File: config.mk
export PLATFORM = sky130hd
export DESIGN_NAME = led_flow_seq
export DESIGN_NICKNAME = d
export VERILOG_FILES = /design/src/rtl/led_flow_seq.sv
export SDC_FILE = /design/constraint.sdc
export NUM_CORES = 1
export LEC_CHECK = 0
export ABC_AREA = 1
export BUFFER_PORTS_ARGS = -buffer_cell sky130_fd_sc_hd__buf_4
export CAP_MARGIN = 20
export CORE_AREA = 2 2 39 41
export DETAILED_ROUTE_END_ITERATION = 6
export DIE_AREA = 0 0 41 43
export PLACE_DENSITY = 0.72
export SYNTH_ARGS = -nofsm -noshare
export SYNTH_HDL_FRONTEND = slang
export SYNTH_SLANG_ARGS = --single-unit
File: constraint.sdc
create_clock -name sys_clk -period 1.07 [get_ports sys_clk]
set_input_delay 0.0535 -clock sys_clk [delete_from_list [all_inputs] [get_ports sys_clk]]
set_output_delay 0.0535 -clock sys_clk [all_outputs]
set_load 0.02 [all_outputs]
File: src/rtl/led_flow_seq.sv
// led_flow_seq: steps a multi-LED pattern once per upstream tick.
// Four runtime-selectable patterns (rotate-left, rotate-right, ping-pong,
// blink-all), with pause, deferred mode switching and a once-per-period
// cycle_done strobe. All outputs are registered.
module led_flow_seq #(
  parameter int         LED_W    = 4,
  parameter logic [1:0] MODE_RST = 2'd0
) (
  input  logic             sys_clk,
  input  logic             sys_rst,
  input  logic             tick,
  input  logic             pause,
  input  logic [1:0]       mode,
  input  logic             mode_vld,
  output logic [LED_W-1:0] led_out,
  output logic [1:0]       cur_mode,
  output logic             cycle_done
);

  typedef enum logic [1:0] {
    ROT_L = 2'd0,
    ROT_R = 2'd1,
    PING  = 2'd2,
    BLINK = 2'd3
  } mode_t;

  mode_t      pending_mode;
  logic       pending;
  logic       dir_down;

  logic             eff;
  logic             apply;
  mode_t            new_mode;
  logic [LED_W-1:0] step_led;
  logic             step_dir_down;
  logic             step_done;

  // Pattern a mode starts from whenever it is (re)loaded.
  function automatic logic [LED_W-1:0] start_pat(input mode_t m);
    logic [LED_W-1:0] p;
    p = '0;
    case (m)
      ROT_L, PING: p[0]         = 1'b1;
      ROT_R:       p[LED_W-1]   = 1'b1;
      default:     p            = '0;
    endcase
    return p;
  endfunction

  // A paused tick is simply dropped; a same-cycle mode_vld beats the pending one.
  assign eff      = tick & ~pause;
  assign apply    = eff & (pending | mode_vld);
  assign new_mode = mode_vld ? mode_t'(mode) : pending_mode;

  // Next pattern value, ping-pong direction and period-complete flag for one step.
  always_comb begin
    step_led      = led_out;
    step_dir_down = dir_down;
    step_done     = 1'b0;
    case (mode_t'(cur_mode))
      ROT_L: begin
        step_led  = {led_out[LED_W-2:0], led_out[LED_W-1]};
        step_done = (step_led == start_pat(ROT_L));
      end
      ROT_R: begin
        step_led  = {led_out[0], led_out[LED_W-1:1]};
        step_done = (step_led == start_pat(ROT_R));
      end
      PING: begin
        // Turnaround happens on the step that lights an end LED, so ends are not repeated.
        if (!dir_down) begin
          step_led = led_out << 1;
          if (step_led[LED_W-1]) step_dir_down = 1'b1;
        end else begin
          step_led = led_out >> 1;
          if (step_led[0]) begin
            step_dir_down = 1'b0;
            step_done     = 1'b1;
          end
        end
      end
      default: begin
        step_led  = ~led_out;
        step_done = (step_led == start_pat(BLINK));
      end
    endcase
  end

  // Pattern, mode, direction and pending-change registers.
  always_ff @(posedge sys_clk) begin
    if (sys_rst) begin
      cur_mode   <= MODE_RST;
      led_out    <= start_pat(mode_t'(MODE_RST));
      cycle_done <= 1'b0;
      pending    <= 1'b0;
      dir_down   <= 1'b0;
    end else begin
      cycle_done <= 1'b0;
      if (apply) begin
        cur_mode <= new_mode;
        led_out  <= start_pat(new_mode);
        dir_down <= 1'b0;
        pending  <= 1'b0;
      end else begin
        if (eff) begin
          led_out    <= step_led;
          dir_down   <= step_dir_down;
          cycle_done <= step_done;
        end
        if (mode_vld) begin
          pending      <= 1'b1;
          pending_mode <= mode_t'(mode);
        end
      end
    end
  end

endmodule

# Word-level counts from Yosys, hierarchy flattened
# Index checks and enable logic that the tools add are counted.
[word_totals]
ramBits = 0
in_bits = 7
latch_bits = 0
n_memories = 0
elab_cells = 43
regBits = 11
rom_bits = 0
[op_classes]
shifts = 0
n_reduce_logical = 9
eq_ne = 6
n_addsub = 0
n_div = 0
muxes = 13
n_mul = 0
n_bitwise = 8
order_cmp = 0
[op_table]
columns = ["cell", "count"]
rows = [
  ["2-to-1 mux 4 bit", 3],
  ["case mux 4 bit (3 select lines)", 1],
  ["2-to-1 mux 1 bit", 7],
  ["== test 2 x 1 -> 1 bit, second input constant", 2],
  ["== test 2 bit, second input constant", 2],
  ["== test 4 x 1 -> 1 bit, second input constant", 1],
  ["== test 4 bit, second input constant", 1],
  ["zero test 2 bit", 2],
  ["zero test 4 bit", 1],
  ["NOT 1 bit", 4],
  ["NOT 4 bit", 1],
  ["AND reduction 2 bit", 2],
  ["OR reduction 2 bit", 2],
  ["case mux 1 bit (3 select lines)", 1],
  ["OR reduction 3 bit", 1],
  ["bitwise AND 1 bit", 2],
  ["2-to-1 mux 2 bit", 1],
  ["nonzero test 2 bit", 1],
  ["bitwise OR 1 bit", 1],
]

# Depth between registers and ports, before layout
# Gate-level depths: netlist (run 1).
[logic_depth]
word_depth = 5
mapped_depth = 8
depth_no_buf = 8

# Least setup slack after synthesis (run 1)
# OpenSTA, ideal clock, no wires.
[synth_timing]
path_type = "reg-to-reg"
from = "reg cur_mode[0]"
to = "reg led_out[3]"
setup_slack_ns = -0.088
stages_incl_launch_ff = 8
synth_period_minus_slack_ns = 1.158
arrival_time_ns = 1.041
t_required_ns = 0.953
path_cell_list = "dfxtp_1 > nand2_1 > inv_2 > nand2_1 > o21ai_0 > nor2_1 > nor2_1 > nor2_1"
[synth_between]
elab_chain_cells = 4
[synth_rtl]
columns = ["element", "line_no", "rtl"]
rows = [
  ["start: declaration", "16", "output logic [1:0] cur_mode,"],
  ["start signal: assignment", "100", "cur_mode <= new_mode;"],
  ["== test 2 bit (tied with other cells)", "60", "case (mode_t'(cur_mode))"],
  ["case mux 4 bit (3 select lines) (*)", "60", ""],
  ["2-to-1 mux 4 bit (*)", "105", "if (eff) begin"],
  ["2-to-1 mux 4 bit (*)", "99", "if (apply) begin"],
  ["end signal: assignment", "93", "led_out <= start_pat(mode_t'(MODE_RST));"],
  ["end signal: assignment", "101", "led_out <= start_pat(new_mode);"],
  ["end signal: assignment", "106", "led_out <= step_led;"],
  ["end: declaration", "15", "output logic [LED_W-1:0] led_out,"],
]
# Mark *: on every way between the ends. The rest lies on a longest branch, timed or not. The select of a mux whose other input is x is not followed.
# A chain may end at the register's enable or synchronous reset.

# Worst setup path after layout (run 1)
[layout_timing]
from = "reg pending"
to = "reg pending_mode[0], enable pin"
[layout_between]
elab_chain_cells = 4
[layout_rtl]
columns = ["element", "line_no", "rtl"]
rows = [
  ["start: declaration", "28", "logic pending;"],
  ["start signal: assignment", "95", "pending <= 1'b0;"],
  ["start signal: assignment", "103", "pending <= 1'b0;"],
  ["start signal: assignment", "111", "pending <= 1'b1;"],
  ["bitwise OR 1 bit", "52", "assign apply = eff & (pending | mode_vld);"],
  ["bitwise AND 1 bit", "52", ""],
  ["NOT 1 bit (no line)", "n/a", ""],
  ["AND reduction 2 bit (no line)", "n/a", ""],
  ["end signal: assignment", "112", "pending_mode <= mode_t'(mode);"],
  ["end: declaration", "27", "mode_t pending_mode;"],
]
# No other way between the ends.

==> qor.yml, run 1 <==
run_status:
  outcome: "finished, violations left"
  violations: "negative setup slack"
yosys:
  synth-seq-cells: 11
  synth_top_area_frac: 0.2818
  synth_edf_count: 2
  netlist_instances: 99
  synthFlopType: "dfxtp_1"
  syn_avg_cell_area_um2: 6.458
  ys_types: 14
  yosysMostFrequentCell: "nand2_1"
  yosysSeqAreaShare: 0.3757
  synthTopCellsByCount: "nand2_1 (25), inv_1 (20), nand3_1 (12), dfxtp_1 (9), a21oi_1 (7)"
  synth_area_leaders: "dfxtp_1 (28%), nand2_1 (15%), inv_1 (12%)"
  syn-num-nets: 106
  netlist_area_um2: 639.4
  synth_warnings: 0
  yosysTopAreaCell: "dfxtp_1"
  async_reset_ff_frac: 0
global_route:
  grtUsageMet3: 0.06283
  use_met2: 0.3125
  grt_util_met1: 0.2718
  grt_pass1_wl_um: 2504
  antenna_found_initial: 0
  busiest_layer: "met2"
  grt_pass1_vias: 627
  grt_max_degree: 9
  grt_usage: 0.2062
  overflow: 0
final_layout:
  area_growth_pct: 38.36
  layout-drive-gt1-share: 0.3387
  final_cell_area_um2: 884.6
  final_core_util: 0.6392
  diodes: 0
  nets: 132
  filler_cell_count: 130
setup_path:
  crit_type: "reg -> reg"
  crit_path_end_kind: "register"
  r2r_start: "pending"
  r2r_cells: 4
  worstSetupStartpointType: "register"
  arrival_ns: 1.09
  cp_max_fo: 6
  reg2reg_setup_slack_ns: -0.01
  worst_ep_required_time_ns: 1.08
  rr_endpoint: "pending_mode[0]"
cts:
  htreeDepth: 1
  cts_tree: "yes"
  clk_latency_ns: 0.28
  cts_root_buf: "clkbuf_4"
  cts_hold_buf: 0
  cts_buffers: 3
  clk_pin_slew_worst_paths_ns: 0.08
  clock_path_buffers: 2
  clock_sinks: 11
pwr:
  p_leak_nw: 0.4769
  powerDensity_nw_per_um2: 1124
  finalPower_uw: 994.2
  ir_drop_v: 0.0008408
place:
  place_worst_setup_slack_ns: 0.001288
  gp_congestion: 0.9086
  portBuffers: 13
  dpl_cell_area_um2: 768.2
  hpwl_um: 1071
sta:
  worstMarginPinSlew_ns: 0.2783
  min_period_ns: 1.080
  rsz0062_at_grt: "true"
  skew_ns: 0.005767
  worst_hold_slack_ns: 0.01447
  slew_violations: 0
  setup_viol: 1
  post-route-period-util: 1.010
  finalWorstSetupSlack_ns: -0.01018
  slew_headroom: 0.8142
  fmax_ghz: 0.9258
  finalHoldViolCount: 0
routing:
  firstDrtPassIters: 4
  vias: 718
  routed_via_density: 5.129
  drc: 0
  wl_per_cell_um: 12.13
  drt-initial-drc-count: 23
  totalWireLength_um: 1698
  ant_nets: 0
die:
  core-area_um2: 1384
  die_area_um2: 1763
  row_count: 14
  pin_count: 14
  die_width_um: 41
  start_util: 0.4620
  die_y_um: 43
min_path:
  min_path_cells: 3
  holdCritPathClass: "in -> reg"
  timing.hold.worst_endpoint: "led_out[0]"
  hp-start: "sys_rst"
flow_run:
  drv_cap: 0
-- critical path, stage by stage (launching register included) --
cell     delay, ns
dfxtp_2       0.33
nor2_4        0.11
nor2_4        0.06
nor2_4        0.17
buf_4         0.13
-- cells in the final DEF, fill, tap and decap left out, types with 4 or more instances in the layout --
master,synthesis,final
nand2_1,25,23
a21oi_1,7,7
inv_2,2,4
nor2_1,6,6
nand3_1,12,11
o21ai_0,6,4
inv_1,20,18
dfxtp_1,9,4
o21ai_1,3,5
buf_4,0,20
-- layout make-up --
cell class / instances / area, µm² / area share
repair buffers: 21 / 161.4 / 0.1825
inverters: 22 / 82.58 / 0.09335
multi-input cells: 66 / 342.8 / 0.3876
well taps: 16 / 20.02 / 0.02263
flip-flops and latches: 11 / 251.5 / 0.2843
clock buffers: 4 / 26.28 / 0.02970
-- worst max-delay path by stage --
stage / to / start / depth (start not counted) / slack, ns
2_1_floorplan: dir_down / led_out[1] / 5 / 0.03
3_3_place_gp: dir_down / led_out[1] / 5 / 0.01
3_5_place_dp: dir_down / led_out[1] / 5 / 0.001
4_1_cts: led_out[3] / cur_mode[0] / 7 / 0.03
5_1_grt: led_out[3] / cur_mode[0] / 7 / -0.08
6_report: pending_mode[0] / pending / 4 / -0.01
-- report_power, final --
group,internal [mW],switching (mW),total [mW]
clock,0.145,0.157,0.302
sequential,0.446,0.0324,0.478
combinational,0.0936,0.121,0.214
-- kinds of logic after synthesis --
family          after synthesis  synth area share
buf+inv                      22            0.1292
compound gates               17            0.1389
flops                        11            0.3757
simple gates                 49            0.3562
-- state kept, by name, summed over array words and instances, names as in the netlist --
signal	flops
led_out	4
cur_mode	2
pending_mode	2
cycle_done	1
dir_down	1
pending	1
-- per-layer routing --
layer	wire, µm	vias up
met5	0	-
met4	25	0
met3	90	4
met2	871	21
met1	711	331
li1	-	362
-- per-stage QoR --
stage	TNS, ns	cells
global route	-0.2696	140
global placement	0	129
floorplan	0	99
finish	-0.01018	140
detailed placement	0	129
CTS	0	133
-- repair_timing --
item / 4_1_cts / 5_1_grt
setup buffers: 0 / 7
pin swaps: 0 / 4
setup endpoints to repair: 1 / 10
resized for setup: 1 / 14
Power figures use the tool's default switching activity.
==> run 2, diff against run 1 <==
Settings changed: BUFFER_PORTS_ARGS -buffer_cell sky130_fd_sc_hd__buf_4 to unset, DONT_BUFFER_PORTS set to 1, PLACE_DENSITY 0.72 to unset.
==> qor.yml, run 2 (synthesis results as in run 1) <==
routing:
  drt-initial-drc-count: 14  # was 23
  firstDrtPassIters: 6  # was 4
  wl_met1_um: 723  # was 711 µm
  vias: 637  # was 718
  route.met3.wl_um: 63  # was 90 µm
  totalWireLength_um: 1461  # was 1698 µm
  drc: 0  # unchanged
  routed-wl-met2_um: 663  # was 871 µm
  ant_nets: 0  # unchanged
  dr.max_layer_used: "met4"  # unchanged
  wl_per_cell_um: 11.24  # was 12.13 µm
  routed_via_density: 4.900  # was 5.129
setup_path:
  crit_type: "reg -> reg"  # unchanged
  worst_ep_required_time_ns: 1.27  # was 1.08 ns
  cp_cell_sequence: "nor2_4, nor2_4, nor2_4, o21ai_0, a21oi_1"  # was nor2_4, nor2_4, nor2_4, buf_4
  path_delay_family: "simple AND/OR/NAND/NOR gates"  # unchanged
  crit_path_start: "pending"  # unchanged
  cp_max_fo: 8  # was 6
  cp_common_cell: "nor2_4"  # unchanged
  r2r_start: "pending"  # unchanged
  cp_slowest_cell: "dfxtp_2"  # unchanged
  cp_num_buf_inv: 0  # was 1
  worstSetupStartpointType: "register"  # unchanged
  arrival_ns: 1.25  # was 1.09 ns
  cpPeakStageDelay_ns: 0.33  # about the same
  crit_path_end_kind: "register"  # unchanged
flow_run:
  drv_cap: 0  # unchanged
min_path:
  holdCritPathClass: "in -> reg"  # unchanged
  hp-start: "mode_vld"  # was sys_rst
pwr:
  powerDensity_nw_per_um2: 1201  # was 1124 nW/µm²
  finalPower_uw: 945.3  # was 994.2 µW
  p_leak_nw: 0.4093  # was 0.4769 nW
  ir_drop_v: 0.0007467  # was 0.0008408 V
cts:
  clock_sinks: 11  # unchanged
  cts_root_buf: "clkbuf_4"  # unchanged
  clk_pin_slew_worst_paths_ns: 0.07  # was 0.08 ns
  clock_path_buffers: 2  # unchanged
  cts_tree: "yes"  # unchanged
  htreeDepth: 1  # unchanged
  clk_latency_ns: 0.26  # was 0.28 ns
  cts_buffers: 3  # unchanged
sta:
  finalHoldViolCount: 0  # unchanged
  setup_viol: 0  # was 1
  slew_headroom: 0.8347  # was 0.8142
  min_period_ns: 1.057  # was 1.080 ns
  worstMarginPinSlew_ns: 0.2477  # was 0.2783 ns
  post-route-period-util: 0.9877  # was 1.010
  finalWorstSetupSlack_ns: 0.01319  # was -0.01018 ns
  fmax_ghz: 0.9462  # was 0.9258 GHz
  skew_ns: 0.001127  # was 0.005767 ns
  slew_violations: 0  # unchanged
  rsz0062_at_grt: "true"  # unchanged
final_layout:
  mostFrequentLayoutCells: "nand2_1 (25), inv_1 (20), nand3_1 (12)"  # was nand2_1 (23), buf_4 (20), inv_1 (18)
  diodes: 0  # unchanged
  nets: 122  # was 132
  fin_cells: 130  # was 140
  ff_latch_area_um2: 249.0  # was 251.5 µm²
  final_core_util: 0.5687  # was 0.6392
  layout_commonest_cell: "nand2_1"  # unchanged
  largest_reg_flops: 4  # unchanged
  multi_input_area_um2: 324.1  # was 342.8 µm²
  largest_register: "led_out"  # unchanged
  filler_cell_count: 141  # was 130
  layout-drive-gt1-share: 0.2368  # was 0.3387
  area_growth_pct: 23.09  # was 38.36%
  largestRegisters: "led_out x4, cur_mode x2, pending_mode x2"  # unchanged
run_status:
  outcome: "finished, final reports clean"  # was finished, violations left
die:
  die_width_um: 41  # unchanged
  die_y_um: 43  # unchanged
  pin_count: 14  # unchanged
  core-area_um2: 1384  # unchanged
  die_area_um2: 1763  # unchanged
  start_util: 0.4620  # unchanged
  row_count: 14  # unchanged
global_route:
  grt_usage: 0.2077  # was 0.2062
  grt_pass1_wl_um: 2525  # was 2504 µm
  antenna_found_initial: 0  # unchanged
  grt_max_degree: 9  # unchanged
  grt_pass1_vias: 593  # was 627
  overflow: 0  # unchanged
place:
  portBuffers: 0  # was 13
  gp_congestion: 0.8769  # was 0.9086
  place_worst_setup_slack_ns: 0.02083  # was 0.001288 ns
  hpwl_um: 1059  # was 1071 µm
  dp_cells: 122  # was 129
run 2: changes by cell type in the layout (fill, tap and decap cells not counted), moves of 2 or more:
cell | previous run | this run
nand2_1 | 23 | 25
inv_2 | 4 | 2
inv_1 | 18 | 20
buf_4 | 20 | 10
run 2: path summary, 6_finish.rpt:
path	slack, ns	cells past startpoint	end
max	0.01	5	led_out[2]
min	0.006	4	pending
max reg2reg	0.01	5	led_out[2]
min reg2reg	0.52	2	dir_down
run 2: stage by stage:
step	hold slack, ns	cell area [µm²]	setup TNS [ns]
global route	0.03294	787.0	-0.4542
finish	0.005978	787.0	0
CTS	-0.02024	752.0	0
floorplan	0.1490	643.1	0
detailed placement	0.1533	715.7	0
global placement	0.1555	715.7	0
run 2: metal layers:
layer,up-vias,global-route usage
met2,11,0.3125
met5,-,0
met3,2,0.03141
met4,0,0.08000
li1,344,-
met1,280,0.2866
run 2: repair_timing:
item / CTS / global route
resized for setup: 0 / 7
hold endpoints to repair: 10 / 0
hold buffers: 1 / 0
setup endpoints to repair: 0 / 10
buffers inserted: 0 / 3
run 2: final cells by class:
type / instances / area share
inverter: 22 / 0.1049
multi-input combinational: 66 / 0.4118
tap: 16 / 0.02544
timing repair buffer: 11 / 0.1081
clock buffer: 4 / 0.03339
sequential: 11 / 0.3164
run 2: worst min-delay path, cell delays in order:
cell     delay (ns)
nor2_4         0.03
inv_1          0.06
nand2_1        0.06
inv_1          0.05
run 2: report_power, final:
part / switching (mW) / internal, mW
Combinational: 0.112 / 0.0716
Sequential: 0.0276 / 0.447
Clock: 0.144 / 0.144
Total: 0.283 / 0.663
